==> config.mk <==
export PLATFORM = sky130hd
export DESIGN_NAME = pipe_stage_reg
export DESIGN_NICKNAME = d
export VERILOG_FILES = /design/src/rtl/pipe_stage_reg.sv
export SDC_FILE = /design/constraint.sdc
export NUM_CORES = 1
export LEC_CHECK = 0
export ABC_CLOCK_PERIOD_IN_PS = 1800
export CAP_MARGIN = 20
export CORE_ASPECT_RATIO = 0.5
export CORE_MARGIN = 2
export CORE_UTILIZATION = 35
export DETAILED_ROUTE_END_ITERATION = 6
export GPL_TIMING_DRIVEN = 0
export PLACE_DENSITY = 0.64
export RECOVER_POWER = 100
export SLEW_MARGIN = 0
export SYNTH_ARGS = -nofsm -noshare
export SYNTH_HDL_FRONTEND = slang
export SYNTH_SLANG_ARGS = --single-unit
==> constraint.sdc <==
create_clock -name clk -period 1.8 [get_ports clk]
set_input_delay 0.27 -clock clk [delete_from_list [all_inputs] [get_ports clk]]
set_output_delay 0.27 -clock clk [all_outputs]
set_load 0.02 [all_outputs]
==> src/rtl/pipe_stage_reg.sv <==
// Elastic valid/ready pipeline-stage register with optional 2-entry skid buffer
// and synchronous flush to a configurable bubble payload.
module pipe_stage_reg #(
  parameter int unsigned       DATA_W     = 96,
  parameter int unsigned       SKID       = 1,
  parameter logic [DATA_W-1:0] BUBBLE_VAL = {DATA_W{1'b0}}
) (
  input  logic              clk,
  input  logic              rst_n,
  input  logic              flush,
  input  logic              in_valid,
  output logic              in_ready,
  input  logic [DATA_W-1:0] in_data,
  output logic              out_valid,
  input  logic              out_ready,
  output logic [DATA_W-1:0] out_data,
  output logic [1:0]        level
);

  localparam bit USE_SKID = (SKID != 0);

  typedef enum logic [1:0] {
    ST_EMPTY     = 2'd0,
    ST_FULL      = 2'd1,
    ST_SKID_FULL = 2'd2
  } state_e;

  state_e            state_q, state_d;
  logic [DATA_W-1:0] main_q, main_d;
  logic [DATA_W-1:0] skid_q, skid_d;
  logic              out_valid_q, out_valid_d;
  logic [1:0]        level_q, level_d;
  logic              in_ready_q, in_ready_d;
  logic              accept;

  // State and payload registers; reset drops any held data.
  always_ff @(posedge clk or negedge rst_n) begin
    if (!rst_n) begin
      state_q     <= ST_EMPTY;
      main_q      <= BUBBLE_VAL;
      skid_q      <= BUBBLE_VAL;
      out_valid_q <= 1'b0;
      level_q     <= 2'd0;
      in_ready_q  <= 1'b1;
    end else begin
      state_q     <= state_d;
      main_q      <= main_d;
      skid_q      <= skid_d;
      out_valid_q <= out_valid_d;
      level_q     <= level_d;
      in_ready_q  <= in_ready_d;
    end
  end

  // Next-state: single register or main+skid FSM, flush overrides everything.
  always_comb begin
    state_d     = state_q;
    main_d      = main_q;
    skid_d      = skid_q;
    out_valid_d = out_valid_q;
    level_d     = level_q;
    in_ready_d  = in_ready_q;
    accept      = 1'b0;

    if (!USE_SKID) begin
      accept      = in_valid & (~out_valid_q | out_ready);
      if (accept) main_d = in_data;
      out_valid_d = accept | (out_valid_q & ~out_ready);
      state_d     = out_valid_d ? ST_FULL : ST_EMPTY;
      level_d     = {1'b0, out_valid_d};
      in_ready_d  = 1'b1;
    end else begin
      accept = in_valid & in_ready_q;
      case (state_q)
        ST_EMPTY: begin
          if (accept) begin
            main_d  = in_data;
            state_d = ST_FULL;
          end
        end
        ST_FULL: begin
          if (accept && out_ready) begin
            main_d = in_data;
          end else if (accept) begin
            skid_d  = in_data;
            state_d = ST_SKID_FULL;
          end else if (out_ready) begin
            state_d = ST_EMPTY;
          end
        end
        ST_SKID_FULL: begin
          if (out_ready) begin
            main_d  = skid_q;
            state_d = ST_FULL;
          end
        end
        default: state_d = ST_EMPTY;
      endcase
      out_valid_d = (state_d != ST_EMPTY);
      in_ready_d  = (state_d != ST_SKID_FULL);
      level_d     = (state_d == ST_SKID_FULL) ? 2'd2 : {1'b0, out_valid_d};
    end

    if (flush) begin
      state_d     = ST_EMPTY;
      main_d      = BUBBLE_VAL;
      skid_d      = BUBBLE_VAL;
      out_valid_d = 1'b0;
      level_d     = 2'd0;
      in_ready_d  = 1'b1;
    end
  end

  // Without a skid buffer, ready must see this cycle's out_ready.
  assign in_ready  = USE_SKID ? in_ready_q : (~out_valid_q | out_ready);
  assign out_valid = out_valid_q;
  assign out_data  = main_q;
  assign level     = level_q;

endmodule
**After elaboration in Yosys (flattened, before gate mapping)**

Index checks and enable logic that the tools add are counted.

- Output and inout port bits: 100
- Register bits: 198
- Logic and storage cells: 42
- Bits of input ports: 101

- Muxes and demuxes: 19
- Equal/unequal tests: 8
- Bitwise logic cells: 1
- Reductions and logical operators: 8

Operator list:

| operator | count |
|---|---|
| 96-bit two-way mux | 7 |
| 96-bit case mux with 3 select lines | 1 |
| 2-bit two-way mux | 8 |
| 3-bit inequality test, second input constant | 3 |
| 2-bit case mux with 3 select lines | 1 |
| 2-bit nonzero test | 3 |
| 2-bit equality test, second input constant | 2 |
| 2-bit inequality test, second input constant | 2 |
| 4-bit AND reduction | 1 |
| 4-bit nonzero test | 1 |
| 3-bit AND reduction | 1 |
| 2-bit by 1-bit equality test with 1-bit output, second input constant | 1 |
| 2-bit zero test | 1 |
| 1-bit two-way mux | 2 |
| 1-bit bitwise AND | 1 |
| 1-bit logical AND | 1 |

**Depth between registers and ports, before layout**

Gate-level depths: netlist of the first run.

- Word-level depth: 7
- Depth in mapped cells: 6
- Mapped depth without buffers: 4

**Worst setup path after synthesis of the first run**

No wires, ideal clock.

- Path kind: register to register
- From: register in_ready_q (netlist: in_ready)
- To: register skid_q[66]
- Period minus slack after synthesis: 1.697 ns
- Buffers on the path: 2
- Data required time: 1.735 ns
- Library setup time: 0.065 ns
- Path slack: 0.103 ns
- Cell stages (with the launch flop): 6
- Data arrival time: 1.631 ns
- Cells stage by stage: dfstp_2 nand2_1 nor4_4 buf_2 buf_2 a22o_1

- Longest elaborated chain between the ends: 4
- Elaborated cells between the ends (all ways): 5
- Those cells by class: 1 x eq/ne; 1 x bitwise; 3 x reduce/logical

RTL lines:

| item | RTL line | RTL |
|---|---|---|
| start: declaration | 33 | `logic in_ready_q, in_ready_d;` |
| start signal: assignment | 51 | `in_ready_q <= in_ready_d;` |
| 1-bit bitwise AND * | 73 | `accept = in_valid & in_ready_q;` |
| 1-bit logical AND | 82 | `if (accept && out_ready) begin` |
| 2-bit inequality test (no line) | -- |  |
| 3-bit AND reduction (no line) * | -- |  |
| end signal: assignment | 48 | `skid_q <= skid_d;` |
| end: declaration | 30 | `logic [DATA_W-1:0] skid_q, skid_d;` |

Every way passes the cells marked *; elsewhere a longest branch is shown, timed or not.
A chain may end at the register's enable or synchronous reset.

**Worst setup path in the final report of the first run**

- From: register in_ready_q (netlist: in_ready)
- To: register skid_q[90]

Same word-level chain as after synthesis.

==> results of run 1 <==
[flip-flops by register name, indices dropped and copies added, names as in the netlist]
signal     count
state_q        1
skid_q        96
out_data      96
out_valid      1
level          2
in_ready       1
[power by group through the flow]
stage / logic (mW) / registers, mW / clock network, mW
CTS: 1.75 / 4.83 / 3.93
detailed placement: 1.72 / 4.91 / 0
global route: 1.88 / 4.86 / 4.14
floorplan: 0.506 / 5.14 / 0
global placement: 1.69 / 4.91 / 0
finish: 1.75 / 4.83 / 3.83
[critical path, delay by kind of cell, from the launching register on]
kind / cells / cell delay, ns
flops: 1 / 0.55
compound gates: 1 / 0.20
buf+inv: 2 / 0.39
simple gates: 3 / 0.49
[cell families (layout without fill, tap and decap cells)]
kind of cell | count (synthesis) | count (layout)
flip-flops | 197 | 197
multiplexers | 96 | 96
buffers and inverters | 65 | 305
AO/OA/AOI/OAI | 197 | 197
AND/OR/NAND/NOR | 107 | 107
other | 0 | 1
[layout make-up]
cell class / instances / area, µm² / share of cell area
Timing Repair Buffer: 210 / 2110 / 0.184
Multi-Input combinational cell: 400 / 3040 / 0.266
Buffer: 61 / 378 / 0.0330
Sequential cell: 197 / 4930 / 0.431
Inverter: 2 / 7.51 / 0.000656
Antenna cell: 1 / 2.50 / 0.000219
Clock buffer: 21 / 460 / 0.0402
Clock inverter: 11 / 126 / 0.0110
Tap cell: 307 / 384 / 0.0336
[metal layers]
metal | GRT usage | share of wire | wire [µm]
met3 | 0.0374 | 0.030 | 718
met5 | 0 | 0 | 0
met1 | 0.258 | 0.45 | 10700
met2 | 0.314 | 0.50 | 11700
met4 | 0.0702 | 0.020 | 476
[Yosys cell counts, drive strengths merged]
master    n
buf      38
dfstp     1
or2       1
nor4      1
nand2    98
a311oi    2
and3b     1
clkbuf   25
nor2      3
mux2i    96
and2      1
o31ai    96
nor3      1
o221ai    1
a22o     96
inv       2
nand2b    1
dfrtp   196
a21o      2
[timing repair]
action,4_1_cts,5_1_grt
pin swaps,3,1
endpoints found under the setup margin,198,159
hold endpoints to repair,105,0
resized for setup,33,35
setup buffers,5,2
cloned,0,1
hold buffers,1,0
[stage by stage]
| step | setup slack (ns) | utilization | cell area [µm²] |
|---|---|---|---|
| 6_report | 0.0329 | 0.498 | 11400 |
| 5_1_grt | -0.0357 | 0.498 | 11400 |
| 4_1_cts | -0.0755 | 0.494 | 11400 |
| 3_5_place_dp | -0.852 | 0.464 | 10700 |
| 3_3_place_gp | -7.84 | 0.462 | 10600 |
| 2_1_floorplan | 0.103 | - | 8240 |
[final timing paths]
kind	from	to	cells after the start
max in group asynchronous	rst_n	skid_q[66]	3
min	in_data[3]	skid_q[3]	2
max reg2reg	in_ready	skid_q[90]	6
min reg2reg	out_data[82]	out_data[82]	2
min in group asynchronous	rst_n	out_data[36]	2
max	in_ready	skid_q[90]	6
==> impl_metrics.tcl, run 1 <==
set metrics [dict create \
    syn_to_final_growth_pct 38.9 \
    ant_nets 0 \
    synth_top_area_frac 0.595 \
    final_cell_mix "clkdlybuf4s50_1 (196), dfrtp_1 (194), nand2_1 (97)" \
    yosysTopAreaCell "dfrtp_1" \
    period_minus_slack_ns 1.77 \
    postSynthCellCount 662 \
    synthesis.nets 763 \
    final_common_cell "clkdlybuf4s50_1" \
    cp-start-kind "flop" \
    netSwitchingFraction 0.268 \
    rows 39 \
    synth-simple-area-share 0.0535 \
    cts_sinks 197 \
    grt_pass1_vias 6480 \
    globalplace.congestion 0.749 \
    final_layout_size_suffix_gt1_frac 0.116 \
    synth_top_family_by_area "compound AO/OA/AOI/OAI gates" \
    ys_top_cells_by_area "dfrtp_1 (60%), mux2i_1 (12%), a22o_1 (10%)" \
    cp_slowest_cell "dfstp_2" \
    whs_ns 0.457 \
    drc 0 \
    die_width_um 221 \
    clk_latency_ns 0.44 \
    fin_tns_setup_ns 0 \
    grt_pass1_wl_um 37500 \
    routed-via-count 6281 \
    synth-xor-area-share 0 \
    p_clk_frac 0.368 \
    slew_headroom 0.333 \
    cpPeakStageDelay_ns 0.55 \
    wl_per_cell_um 19.5 \
    finalHoldViolCount 0 \
    antenna_found_initial 1 \
    final_net_count 990 \
    ys_warn_count 0 \
    ir_drop_uv 568 \
    end_kind "flop" \
    seq_area_frac_synth 0.599 \
    synthesis.area_um2 8240 \
    worstPathRequired_ns 2.13 \
    synthMuxAreaShare 0.117 \
    cts.clk_slew.worst_paths_ns 0.07 \
    die_y_um 112 \
    combPwrFrac 0.168 \
    period_share 0.982 \
    num-fill-cells 2060 \
    port_buffers 200 \
    stdcell_count 1210 \
    fmax_ghz 0.566 \
    synthAdderAreaFrac 0 \
    grt.overflow.total 0 \
    crit_chain "nand2_2 > nor3_2 > nor2_4 > buf_4 > buf_2 > a22o_1" \
    cts-buffers-inserted 17 \
    ff2ff_setup_slack_ns 0.03 \
    power_mw 10.4 \
    core-area_um2 23000 \
    groute.usage.overall 0.192 \
    firstDrtPassIters 4 \
    ys_ff_latch 197 \
    internal_power_mw 7.63 \
    cts_root_buf "clkbuf_16" \
    cts_buffer_depth 2 \
    clock_skew_ns 0.0115 \
    tightest_slew_ns 1.00 \
    grt_max_degree 107 \
    cp_max_fo 10 \
    min_path_type "input pin to flop" \
    power.switching_mw 2.79 \
    p_seq_frac 0.464 \
    cp.arrival_ns 2.09 \
    setup_viol 0 \
    dieArea_um2 24900 \
    cts_max_level 4 \
    status "finished clean" \
    p_leak_nw 4.86 \
    cap_viol_max_count 0 \
    cellPowerDensity_nw_per_um2 910 \
    cts_tree "yes" \
    hpwl_um 16200 \
    drt_iter0_drc 468 \
    drv_slew 0 \
    postSynthAreaPerCell_um2 12.4 \
    ios 201 \
    place_inst 1170 \
    synth_compound_gate_area_share 0.195 \
    synth_cell_type_count 23 \
    start_util 0.358 \
    viasPerCell 5.19 \
    worstSetupPathType "flop to flop" \
    drt_wl_total_um 23500 \
]
Note: power is estimated with default switching activity, not from simulation.
==> run 2: changes to the inputs <==
--- a/config.mk
+++ b/config.mk
@@ -12,6 +12,7 @@
 export CORE_UTILIZATION = 35
 export DETAILED_ROUTE_END_ITERATION = 6
 export GPL_TIMING_DRIVEN = 0
+export MAX_ROUTING_LAYER = met4
 export PLACE_DENSITY = 0.64
 export RECOVER_POWER = 100
 export SLEW_MARGIN = 0
==> impl_metrics.tcl, run 2 (same netlist as run 1, synthesis figures left out) <==
set metrics [dict create \
    status "finished clean" \
    stdcell_count 1210 \
    cts-buffers-inserted 17 \
    drv_slew 0 \
    num-fill-cells 2060 \
    cts_buffer_depth 2 \
    final_net_count 990 \
    layout.area.seq_um2 4930 \
    whs_ns 0.459 \
    crit_chain "nand2_2 > nor3_2 > nor2_4 > buf_4 > buf_2 > a22o_1" \
    cp_max_fo 10 \
    cts_sinks 197 \
    cts_root_buf "clkbuf_16" \
    drt_wl_total_um 23700 \
    cap_viol_max_count 0 \
    port_buffers 200 \
    grt_max_degree 107 \
    min_path_type "input pin to flop" \
    power_mw 10.4 \
    hpwl_um 16200 \
    syn_to_final_growth_pct 38.9 \
    cts_max_level 4 \
    core-area_um2 23000 \
    die_y_um 112 \
    r2r_start "in_ready" \
    viasPerCell 5.21 \
    wl_per_cell_um 19.6 \
    clk_latency_ns 0.45 \
    period_minus_slack_ns 1.76 \
    worstPathRequired_ns 2.13 \
    hp-start "in_data[3]" \
    rows 39 \
    cp-startpoint "in_ready" \
    final_layout_size_suffix_gt1_frac 0.116 \
    globalplace.congestion 0.759 \
    drc 0 \
    grt_pass1_wl_um 37500 \
    dpl_cell_area_um2 10700 \
    cts_tree "yes" \
    p_leak_nw 4.86 \
    cp.arrival_ns 2.09 \
    final_common_cell "clkdlybuf4s50_1" \
    cp_slowest_cell "dfstp_2" \
    fmax_ghz 0.568 \
    drt_iter0_drc 422 \
    cellPowerDensity_nw_per_um2 911 \
    worstSetupPathType "flop to flop" \
    place_inst 1170 \
    end_kind "flop" \
    start_util 0.358 \
    clock_skew_ns 0.0106 \
    die_width_um 221 \
    routed-via-count 6307 \
    cp-start-kind "flop" \
    cpPeakStageDelay_ns 0.55 \
    setup_viol 0 \
    final_cell_mix "clkdlybuf4s50_1 (196), dfrtp_1 (194), nand2_1 (97)" \
    finalHoldViolCount 0 \
    cts.clk_slew.worst_paths_ns 0.07 \
    ios 201 \
    grt_pass1_vias 6488 \
    final_area_um2 11400 \
    firstDrtPassIters 4 \
    slew_headroom 0.322 \
    grt.overflow.total 0 \
    dieArea_um2 24900 \
    ant_nets 0 \
    tightest_slew_ns 1.02 \
    cp_top_family "flip-flops" \
    groute.usage.overall 0.199 \
    critPathBufInv 2 \
    ir_drop_uv 570 \
    antenna_found_initial 1 \
    final_core_util 0.498 \
    period_share 0.978 \
    multiInputGateArea_um2 3040 \
]
run 2: layer usage:
metal | wire length [µm] | GRT usage
met3 | 634 | 0.0374
met2 | 11700 | 0.313
met1 | 10900 | 0.259
met4 | 476 | 0.0702
met5 | 0 | -
run 2: cell type report:
cell class              instances  share of cell area
clock inverters                11              0.0110
repair buffers                210               0.184
plain buffers                  61              0.0330
flip-flops and latches        197               0.431
diodes                          1            0.000219
well taps                     307              0.0336
multi-input cells             400               0.266
inverters                       2            0.000656
clock buffers                  21              0.0402
run 2: through the flow:
stage | TNS (ns) | setup WS (ns)
6_report | 0 | 0.0394
5_1_grt | -0.540 | -0.0357
4_1_cts | -1.96 | -0.0755
3_5_place_dp | -131.17 | -0.852
3_3_place_gp | -1668.45 | -7.84
2_1_floorplan | 0 | 0.103
run 2: where the power goes:
group	internal, mW	switching (mW)	leakage (nW)
Combinational	0.828	0.929	1.94
Clock	2.12	1.72	0.276
Sequential	4.68	0.150	2.64
Total	7.63	2.80	4.86
run 2: final timing paths:
| path | to | slack (ns) | cells after the start |
|---|---|---|---|
| hold / removal | skid_q[3] | 0.46 | 2 |
| max in group asynchronous | skid_q[66] | 0.28 | 3 |
| setup reg to reg | skid_q[90] | 0.04 | 6 |
| setup / recovery | skid_q[90] | 0.04 | 6 |
| hold reg to reg | out_data[82] | 0.47 | 2 |
| min in group asynchronous | out_data[36] | 0.55 | 2 |
run 2: timing repair:
item,CTS,global route
gates resized for setup,33,36
setup endpoints to repair,198,159
buffers inserted,5,2
endpoints found under the hold margin,105,0
pin swaps,3,1
cloned,0,1
hold buffers,1,0
